<file path="src/rtl/mips_pkg.sv">
// Shared MIPS front-end definitions: opcodes, instruction classes, IF FSM states and the IF/ID payload.
package mips_pkg;

  localparam int unsigned XLEN = 32;
  localparam int unsigned OPW  = 6;
  localparam int unsigned JFW  = 26;

  localparam logic [OPW-1:0] OP_R     = 6'b000000;
  localparam logic [OPW-1:0] OP_J     = 6'b000010;
  localparam logic [OPW-1:0] OP_JAL   = 6'b000011;
  localparam logic [OPW-1:0] OP_BEQ   = 6'b000100;
  localparam logic [OPW-1:0] OP_BNE   = 6'b000101;
  localparam logic [OPW-1:0] OP_ADDI  = 6'b001000;
  localparam logic [OPW-1:0] OP_ADDIU = 6'b001001;
  localparam logic [OPW-1:0] OP_SLTI  = 6'b001010;
  localparam logic [OPW-1:0] OP_ANDI  = 6'b001100;
  localparam logic [OPW-1:0] OP_ORI   = 6'b001101;
  localparam logic [OPW-1:0] OP_LUI   = 6'b001111;
  localparam logic [OPW-1:0] OP_LW    = 6'b100011;
  localparam logic [OPW-1:0] OP_SW    = 6'b101011;
  localparam logic [OPW-1:0] OP_HALT  = 6'b111111;

  localparam logic [XLEN-1:0] NOP_INSTR = 32'h0000_0000;

  typedef enum logic [1:0] {ITYPE_R, ITYPE_J, ITYPE_HALT, ITYPE_I} instr_type_e;
  typedef enum logic [1:0] {FETCH, STALLED, HALTED} if_state_e;
  typedef enum logic [1:0] {PC_HOLD, PC_INC, PC_BRANCH, PC_JUMP} pc_sel_e;

  typedef struct packed {
    logic [XLEN-1:0] instr;
    logic [XLEN-1:0] pc_plus4;
    logic            valid;
  } ifid_t;

  // Unknown opcodes are treated as I-type so only HALT can stop fetch.
  function automatic instr_type_e decode_type(input logic [OPW-1:0] op);
    instr_type_e t;
    case (op)
      OP_R:                       t = ITYPE_R;
      OP_J, OP_JAL:               t = ITYPE_J;
      OP_HALT:                    t = ITYPE_HALT;
      OP_BEQ, OP_BNE, OP_ADDI, OP_ADDIU, OP_SLTI,
      OP_ANDI, OP_ORI, OP_LUI, OP_LW, OP_SW: t = ITYPE_I;
      default:                    t = ITYPE_I;
    endcase
    return t;
  endfunction

endpackage

</file>
<file path="src/rtl/if_pc_unit.sv">
// Program counter register with next-PC mux and +4 adder; PC is kept as a word address so bits [1:0] are always 0.
module if_pc_unit
  import mips_pkg::*;
#(
  parameter logic [31:0] RESET_PC = 32'h0000_0000
) (
  input  logic           clk,
  input  logic           rst_n,
  input  pc_sel_e        pc_sel,
  input  logic [29:0]    branch_word,
  input  logic [3:0]     pc_region,
  input  logic [JFW-1:0] jump_addr,
  output logic [31:0]    pc,
  output logic [31:0]    pc_inc
);

  logic [29:0] pc_word_q;
  logic [29:0] pc_word_d;

  assign pc     = {pc_word_q, 2'b00};
  assign pc_inc = {pc_word_q + 30'd1, 2'b00};

  always_comb begin
    pc_word_d = pc_word_q;
    case (pc_sel)
      PC_INC:    pc_word_d = pc_word_q + 30'd1;
      PC_BRANCH: pc_word_d = branch_word;
      PC_JUMP:   pc_word_d = {pc_region, jump_addr};
      default:   pc_word_d = pc_word_q;
    endcase
  end

  always_ff @(posedge clk or negedge rst_n) begin
    if (!rst_n) pc_word_q <= RESET_PC[31:2];
    else        pc_word_q <= pc_word_d;
  end

endmodule

</file>
<file path="src/rtl/if_stage.sv">
// MIPS instruction-fetch stage: FETCH/STALLED/HALTED control and IF/ID register.
// Optional fetch/stall performance counters are enabled by defining IF_PERF_CNT_EN.
module if_stage
  import mips_pkg::*;
#(
  parameter logic [31:0] RESET_PC = 32'h0000_0000,
  parameter int unsigned IMEM_AW  = 32
) (
  input  logic               clk,
  input  logic               rst_n,
  input  logic               stall,
  input  logic               branch_taken,
  input  logic [31:0]        branch_target,
  input  logic               jump,
  input  logic [25:0]        jump_addr,
  output logic [IMEM_AW-1:0] imem_addr,
  input  logic [31:0]        imem_rdata,
  output logic [31:0]        instruction,
  output logic [31:0]        pc_plus4,
  output logic               if_valid,
  output logic               halted
`ifdef IF_PERF_CNT_EN
  ,
  output logic [31:0]        fetch_count,
  output logic [31:0]        stall_count
`endif
);

  if_state_e state_q, state_d;
  pc_sel_e   pc_sel;
  ifid_t     ifid_q, ifid_d;
  logic      halted_d;
  logic      fetch_en;
  logic [31:0] pc;
  logic [31:0] pc_inc;
  logic [1:0]  unused_target_lsbs;

  assign unused_target_lsbs = branch_target[1:0];

  if_pc_unit #(.RESET_PC(RESET_PC)) u_pc (
    .clk         (clk),
    .rst_n       (rst_n),
    .pc_sel      (pc_sel),
    .branch_word (branch_target[31:2]),
    .pc_region   (ifid_q.pc_plus4[31:28]),
    .jump_addr   (jump_addr),
    .pc          (pc),
    .pc_inc      (pc_inc)
  );

  assign imem_addr   = IMEM_AW'(pc);
  assign instruction = ifid_q.instr;
  assign pc_plus4    = ifid_q.pc_plus4;
  assign if_valid    = ifid_q.valid;

  // Next state: redirect > stall > fetch (with HALT detection); HALTED ignores all inputs.
  always_comb begin
    state_d  = state_q;
    pc_sel   = PC_HOLD;
    ifid_d   = ifid_q;
    halted_d = halted;
    fetch_en = 1'b0;
    case (state_q)
      HALTED: begin
        ifid_d.instr = NOP_INSTR;
        ifid_d.valid = 1'b0;
        halted_d     = 1'b1;
      end
      default: begin
        if (branch_taken || jump) begin
          pc_sel       = branch_taken ? PC_BRANCH : PC_JUMP;
          ifid_d.instr = NOP_INSTR;
          ifid_d.valid = 1'b0;
          state_d      = FETCH;
        end else if (stall) begin
          state_d = STALLED;
        end else begin
          pc_sel          = PC_INC;
          fetch_en        = 1'b1;
          ifid_d.instr    = imem_rdata;
          ifid_d.pc_plus4 = pc_inc;
          ifid_d.valid    = 1'b1;
          if (decode_type(imem_rdata[31:26]) == ITYPE_HALT) begin
            state_d  = HALTED;
            halted_d = 1'b1;
          end else begin
            state_d = FETCH;
          end
        end
      end
    endcase
  end

  always_ff @(posedge clk or negedge rst_n) begin
    if (!rst_n) begin
      state_q <= FETCH;
      ifid_q  <= '{instr: NOP_INSTR, pc_plus4: RESET_PC, valid: 1'b0};
      halted  <= 1'b0;
    end else begin
      state_q <= state_d;
      ifid_q  <= ifid_d;
      halted  <= halted_d;
    end
  end

`ifdef IF_PERF_CNT_EN
  // Counters stop by construction in HALTED: no fetches and no STALLED cycles occur there.
  always_ff @(posedge clk or negedge rst_n) begin
    if (!rst_n) begin
      fetch_count <= 32'd0;
      stall_count <= 32'd0;
    end else begin
      if (fetch_en)            fetch_count <= fetch_count + 32'd1;
      if (state_q == STALLED)  stall_count <= stall_count + 32'd1;
    end
  end
`else
  logic unused_fetch_en;
  assign unused_fetch_en = fetch_en;
`endif

endmodule

</file>
<file path="config.mk">
export PLATFORM = sky130hd
export DESIGN_NAME = if_stage
export DESIGN_NICKNAME = d
export VERILOG_FILES = /design/src/rtl/mips_pkg.sv /design/src/rtl/if_pc_unit.sv /design/src/rtl/if_stage.sv
export SDC_FILE = /design/constraint.sdc
export NUM_CORES = 1
export LEC_CHECK = 0
export BUFFER_PORTS_ARGS = -buffer_cell sky130_fd_sc_hd__buf_4
export CAP_MARGIN = 5
export CORE_ASPECT_RATIO = 1.1
export CORE_UTILIZATION = 52
export CTS_CLUSTER_SIZE = 24
export DETAILED_ROUTE_END_ITERATION = 8
export GPL_TIMING_DRIVEN = 0
export PLACE_DENSITY = 0.95
export SLEW_MARGIN = 30
export SYNTH_ARGS = -nofsm -noshare
export SYNTH_HDL_FRONTEND = slang
export SYNTH_SLANG_ARGS = --single-unit
</file>
<file path="constraint.sdc">
create_clock -name clk -period 3.19 [get_ports clk]
set_clock_uncertainty 0.1 [all_clocks]
set_input_delay 0.638 -clock clk [delete_from_list [all_inputs] [get_ports clk]]
set_output_delay 0.638 -clock clk [all_outputs]
set_load 0.02 [all_outputs]
</file>
After elaboration in Yosys (flattened, before gate mapping)
Memories as Yosys holds them, arrays and structs flattened. Index checks and enable logic that the tools add are counted.

Memory bits (writable): 0. Bits in registers: 96. Bits in read-only memories: 128. Memories kept: 1. Word-level logic and storage cells: 44. Bits in latches: 0. Bits of input ports: 95.

Memory list: (name not given) (depth 64, bits a word 2, read ports 1, clocked after memory_dff 0, write ports 0, RTL line mips_pkg.sv:38) `case (op)`.

Reduce and logical (&&, ||, !) cells: 5. Bitwise operators: 3. Add/sub/neg operators: 1. Multipliers: 0. Order comparisons: 0. Div/mod/pow operators: 0. Equal/unequal tests: 8. Mux-type cells: 20. Shift-type cells: 0.

Operator list (number): $pmux W30 S3 (1); $mux W65 (1); $mux W32 (2); $add A30 B1 Y30 const B (1); $mux W2 (8); $eq A2 B2 Y1 const B (4); $mux W1 (8); $reduce_and A3 Y1 (2); $ne A2 B1 Y1 const B (2); $ne A3 B1 Y1 const B (1); $not A1 Y1 (3); $reduce_bool A3 Y1 (1); $eq A2 B1 Y1 const B (1); $reduce_bool A2 Y1 (1); $logic_or A1 B1 Y1 (1).

Depth between registers and ports, before layout
An unclocked memory read counts as a cell.

Word-level depth: 9. Mapped depth: 8.

Hierarchy
A second synthesis with hierarchy kept.

Cell total of the unflattened synthesis: 470. Area, all modules: 5187.5 sq um.

Modules (own cells, without submodules): if_pc_unit (area an instance 2648.8 sq um, times used 1, cells an instance 313); if_stage (area an instance 2538.7 sq um, times used 1, cells an instance 157).

Least setup slack after synthesis
OpenSTA, ideal clock, no wires.

Path type: input port to flip-flop. Start point: input branch_taken. End point: register ifid_q (netlist bit pc_plus4[31]). Library setup time: 125 ps. Arrival: 2044 ps. Path slack: 922 ps. Stages: 6. Data required time: 2965 ps. Cells stage by stage: clkbuf_1 > or2_2 > clkbuf_1 > nor3_1 > buf_2 > mux2_2.

Longest elaborated chain between the ends: 3.

RTL lines: from (decl) (RTL line if_stage.sv:12) `input logic branch_taken,`; $logic_or A1 B1 Y1 (RTL line if_stage.sv:70) `if (branch_taken || jump) begin`; $not A1 Y1 (no source line); $reduce_and A3 Y1 (no source line); to (signal assigned) (RTL line if_stage.sv:97) `ifid_q <= '{instr: NOP_INSTR, pc_plus4: RESET_PC, valid: 1'b0};`; to (signal assigned) (RTL line if_stage.sv:101) `ifid_q <= ifid_d;`; to (decl) (RTL line if_stage.sv:31) `ifid_t ifid_q, ifid_d;`.

No other way between the ends. A chain may end at the register's enable or synchronous reset.

Worst setup path in the final report
Start point: input branch_taken. End point: register u_pc.pc_word_q[2].

Longest elaborated chain between the ends: 5.

RTL lines: $mux W1 or $logic_or A1 B1 Y1 (tied branches) (RTL line if_stage.sv:71, if_stage.sv:70); $mux W2 * (RTL line if_stage.sv:70); $mux W2 * (RTL line if_stage.sv:63) `case (state_q)`; $eq A2 B2 Y1 or $eq A2 B1 Y1 (tied branches) (RTL line if_pc_unit.sv:25) `case (pc_sel)`; $pmux W30 S3 or $reduce_bool A3 Y1 (tied branches); to (signal assigned) (RTL line if_pc_unit.sv:34) `if (!rst_n) pc_word_q <= RESET_PC[31:2];`; to (signal assigned) (RTL line if_pc_unit.sv:35) `else pc_word_q <= pc_word_d;`; to (decl) (RTL line if_pc_unit.sv:17) `logic [29:0] pc_word_q;`.

Mark *: on every way between the ends. The rest lies on a longest branch, timed or not.

==> results.toml <==
[outcome]
outcome = "finished clean"

[critical_path]
crit_fanout = 10
start_kind = "input pin"
r2r_slack_ns = 0.58
reg2reg_to = "u_pc.pc_word_q[2]$_DFFE_PN0P_"
path_class = "input pin to flip-flop"
reg2reg_depth = 6
crit_path_cell_trace = "clkbuf_1 > nor2_1 > nand3_1 > clkbuf_1 > clkbuf_1 > buf_1 > o221ai_1"
cp_data_arrival_time_ns = 2.80
end_kind = "flip-flop"
reg2reg_from = "state_q[0]$_DFFE_PN0N_"
cpMostUsedCell = "clkbuf_1"
critPathMaxStageDelay_ns = 0.52
slowest_stage = "buf_1"
cp.required_ns = 3.30

[routing]
wire_per_inst_um = 18.8
postRouteAntennaNets = 0
drt_wl_total_mm = 14.3
drc = 0
dr.pass1.iters = 6
drt_iter0_markers = 361
drt-vias-per-instance = 5.98
vias = 4540

[timing]
slew_viol_final = 0
finalSetupViolCount = 0
hold_viol = 0
fmax_ghz = 0.371
period_needed_ns = 2.69
rsz0062_at_grt = "no"
min_period_over_period = 0.845
worstMarginPinSlew_ns = 0.915
finalSetupTns_ns = 0
maxSlewHeadroom = 0.390

[floorplan]
dieWidth_um = 92.2
dieArea_um2 = 9340
io_pins = 193
coreArea_um2 = 8540
die_h_um = 101
start_util = 0.545
rows = 35

[clock_network]
root_buffer = "clkbuf_8"
cts-hold-fix-buffers = 0
cts.sinks = 96
path_clk_slew_ns = 0.10
post_cts_buffers = 0
clk_latency_ns = 0.37
cts_inserted_buffers = 9
cts-resized-gates = 0
cts_max_level = 3
cts_buffer_depth = 2
tritoncts = "yes"

[synth]
synth_cell_types = 45
postSynthAreaPerCell_um2 = 10.5
yosys.area_share.simple = 0.131
synth_compound_area_frac = 0.193
synthAdderAreaFrac = 0.00269
synthArstFlopShare = 1.00
synth_area_um2 = 4660
yosysSeqAreaShare = 0.516
synthCells = 444
synth_top_family_by_area = "compound AO/OA/AOI/OAI gates"
synth-seq-cells = 96
synth_ff_type = "dfrtp_1"
synth_enable_flop_cells = 0
yosys_warnings = 0
synthMuxAreaShare = 0.0661
synth_xor_area_frac = 0.0508

[global_routing]
antenna_found_initial = 0
grtUsageTotal = 0.310
grt_max_degree = 97
grt_pass1_vias = 4519
grt_pass1_wl_mm = 22.0
overflow = 0

[placed_design]
place_congestion = 0.911
numPortBuffers = 185
dp_cells = 743
dp_hpwl_mm = 10.5

[pwr]
p_leak_uw = 0.00313
power_density_nw_per_um2 = 591
power_frac_comb = 0.337
pwr-share-seq = 0.442
p_total_uw = 3790
p_int_uw = 2390
p_clk_frac = 0.221
peakVddDrop_mv = 0.281
p_switching_uw = 1390
swShare = 0.368

[min_path]
worstHoldPathType = "input pin to async pin"

[finish]
nFillCells = 564
multiInputGateArea_um2 = 2080
fin_cells = 759
drive_gt1_frac = 0.350
nets = 739
seqCellArea_um2 = 2400
fin_util = 0.750
syn2layout_area_growth_pct = 37.5
diodes = 0

[job]
maxCapViolCount = 0
[power by group through the flow]
stage	combinational, µW	clock (µW)	sequential (µW)
3_5_place_dp	1270	0	1690
2_1_floorplan	377	0	1940
4_1_cts	1280	838	1670
6_report	1270	838	1670
5_1_grt	1360	882	1700
3_3_place_gp	1240	0	1680
[critical path: cells and delay by family]
kind	cells	cell delay [ns]
AND/OR/NAND/NOR	2	0.25
AO/OA/AOI/OAI	1	0.20
buffers and inverters	4	1.70
[how the worst max path moves through the flow]
stage / start / end / slack (ns)
final: branch_taken / u_pc.pc_word_q[2]$_DFFE_PN0P_ / 0.50
after global routing: branch_taken / pc_plus4[29]$_DFFE_PN0P_ / 0.41
after detailed placement: branch_taken / u_pc.pc_word_q[2]$_DFFE_PN0P_ / 0.17
after global placement: branch_taken / u_pc.pc_word_q[7]$_DFFE_PN0P_ / 0.20
after CTS: branch_taken / u_pc.pc_word_q[2]$_DFFE_PN0P_ / 0.53
after floorplan: branch_taken / pc_plus4[31]$_DFFE_PN0P_ / 0.92
[routing by layer]
layer / track usage / routed length [µm] / up-vias
met3: 0.0668 / 1310 / 47
met4: 0.139 / 386 / 0
met2: 0.554 / 7250 / 308
met5: 0 / 0 / -
met1: 0.358 / 5340 / 2173
li1: - / - / 2012
[registers in the layout, summed over array words and instances (netlist names)]
register        cells
instruction        32
pc_plus4           30
u_pc.pc_word_q     30
state_q             2
halted              1
if_valid            1
[Yosys cell counts (7+ instances only)]
master,n,area share
o21ai_0,39,0.042
nand2_1,52,0.042
o221ai_1,8,0.015
xnor2_1,20,0.038
o32a_1,7,0.015
mux2i_1,24,0.052
clkbuf_1,21,0.017
dfrtp_1,96,0.52
a22o_1,32,0.060
a221o_1,7,0.015
a21oi_1,12,0.013
nand3_1,12,0.013
inv_1,11,0.0089
nor2_1,18,0.015
xor2_1,7,0.013
[placed cells by master, fill, tap and decap left out, types with 8 or more instances in the layout]
master    instances
o21ai_0          39
buf_4           188
inv_1            11
nor2_1           18
xnor2_1          20
clkbuf_1         21
nand2_1          52
clkbuf_8          9
a21oi_1          12
nand3_1          12
dfrtp_1          96
a22o_1           32
o221ai_1          8
mux2i_1          24
[final cells by class]
cell class / count / area share
multi-input cells: 307 / 0.325
flip-flops and latches: 96 / 0.375
clock inverters: 7 / 0.0123
plain buffers: 33 / 0.0227
clock buffers: 9 / 0.0193
well taps: 111 / 0.0217
inverters: 11 / 0.00645
repair buffers: 185 / 0.217
[stage by stage]
stage / hold slack (ns) / instance area, µm² / worst slack, ns
after floorplan: 0.242 / 4670 / 0.922
after global placement: 0.357 / 6200 / 0.204
after detailed placement: 0.368 / 6200 / 0.174
after CTS: 0.285 / 6400 / 0.534
after global routing: 0.307 / 6400 / 0.405
final: 0.237 / 6400 / 0.495
[logic make-up after synthesis]
logic type / Yosys count
muxes: 30
adders and majority gates: 1
AOI/OAI and AO/OA: 125
and+or+nand+nor: 120
xor gates and xnor gates: 27
buffers and inverters: 44
other: 1
DFF: 96
(Power assumes the default switching activity.)
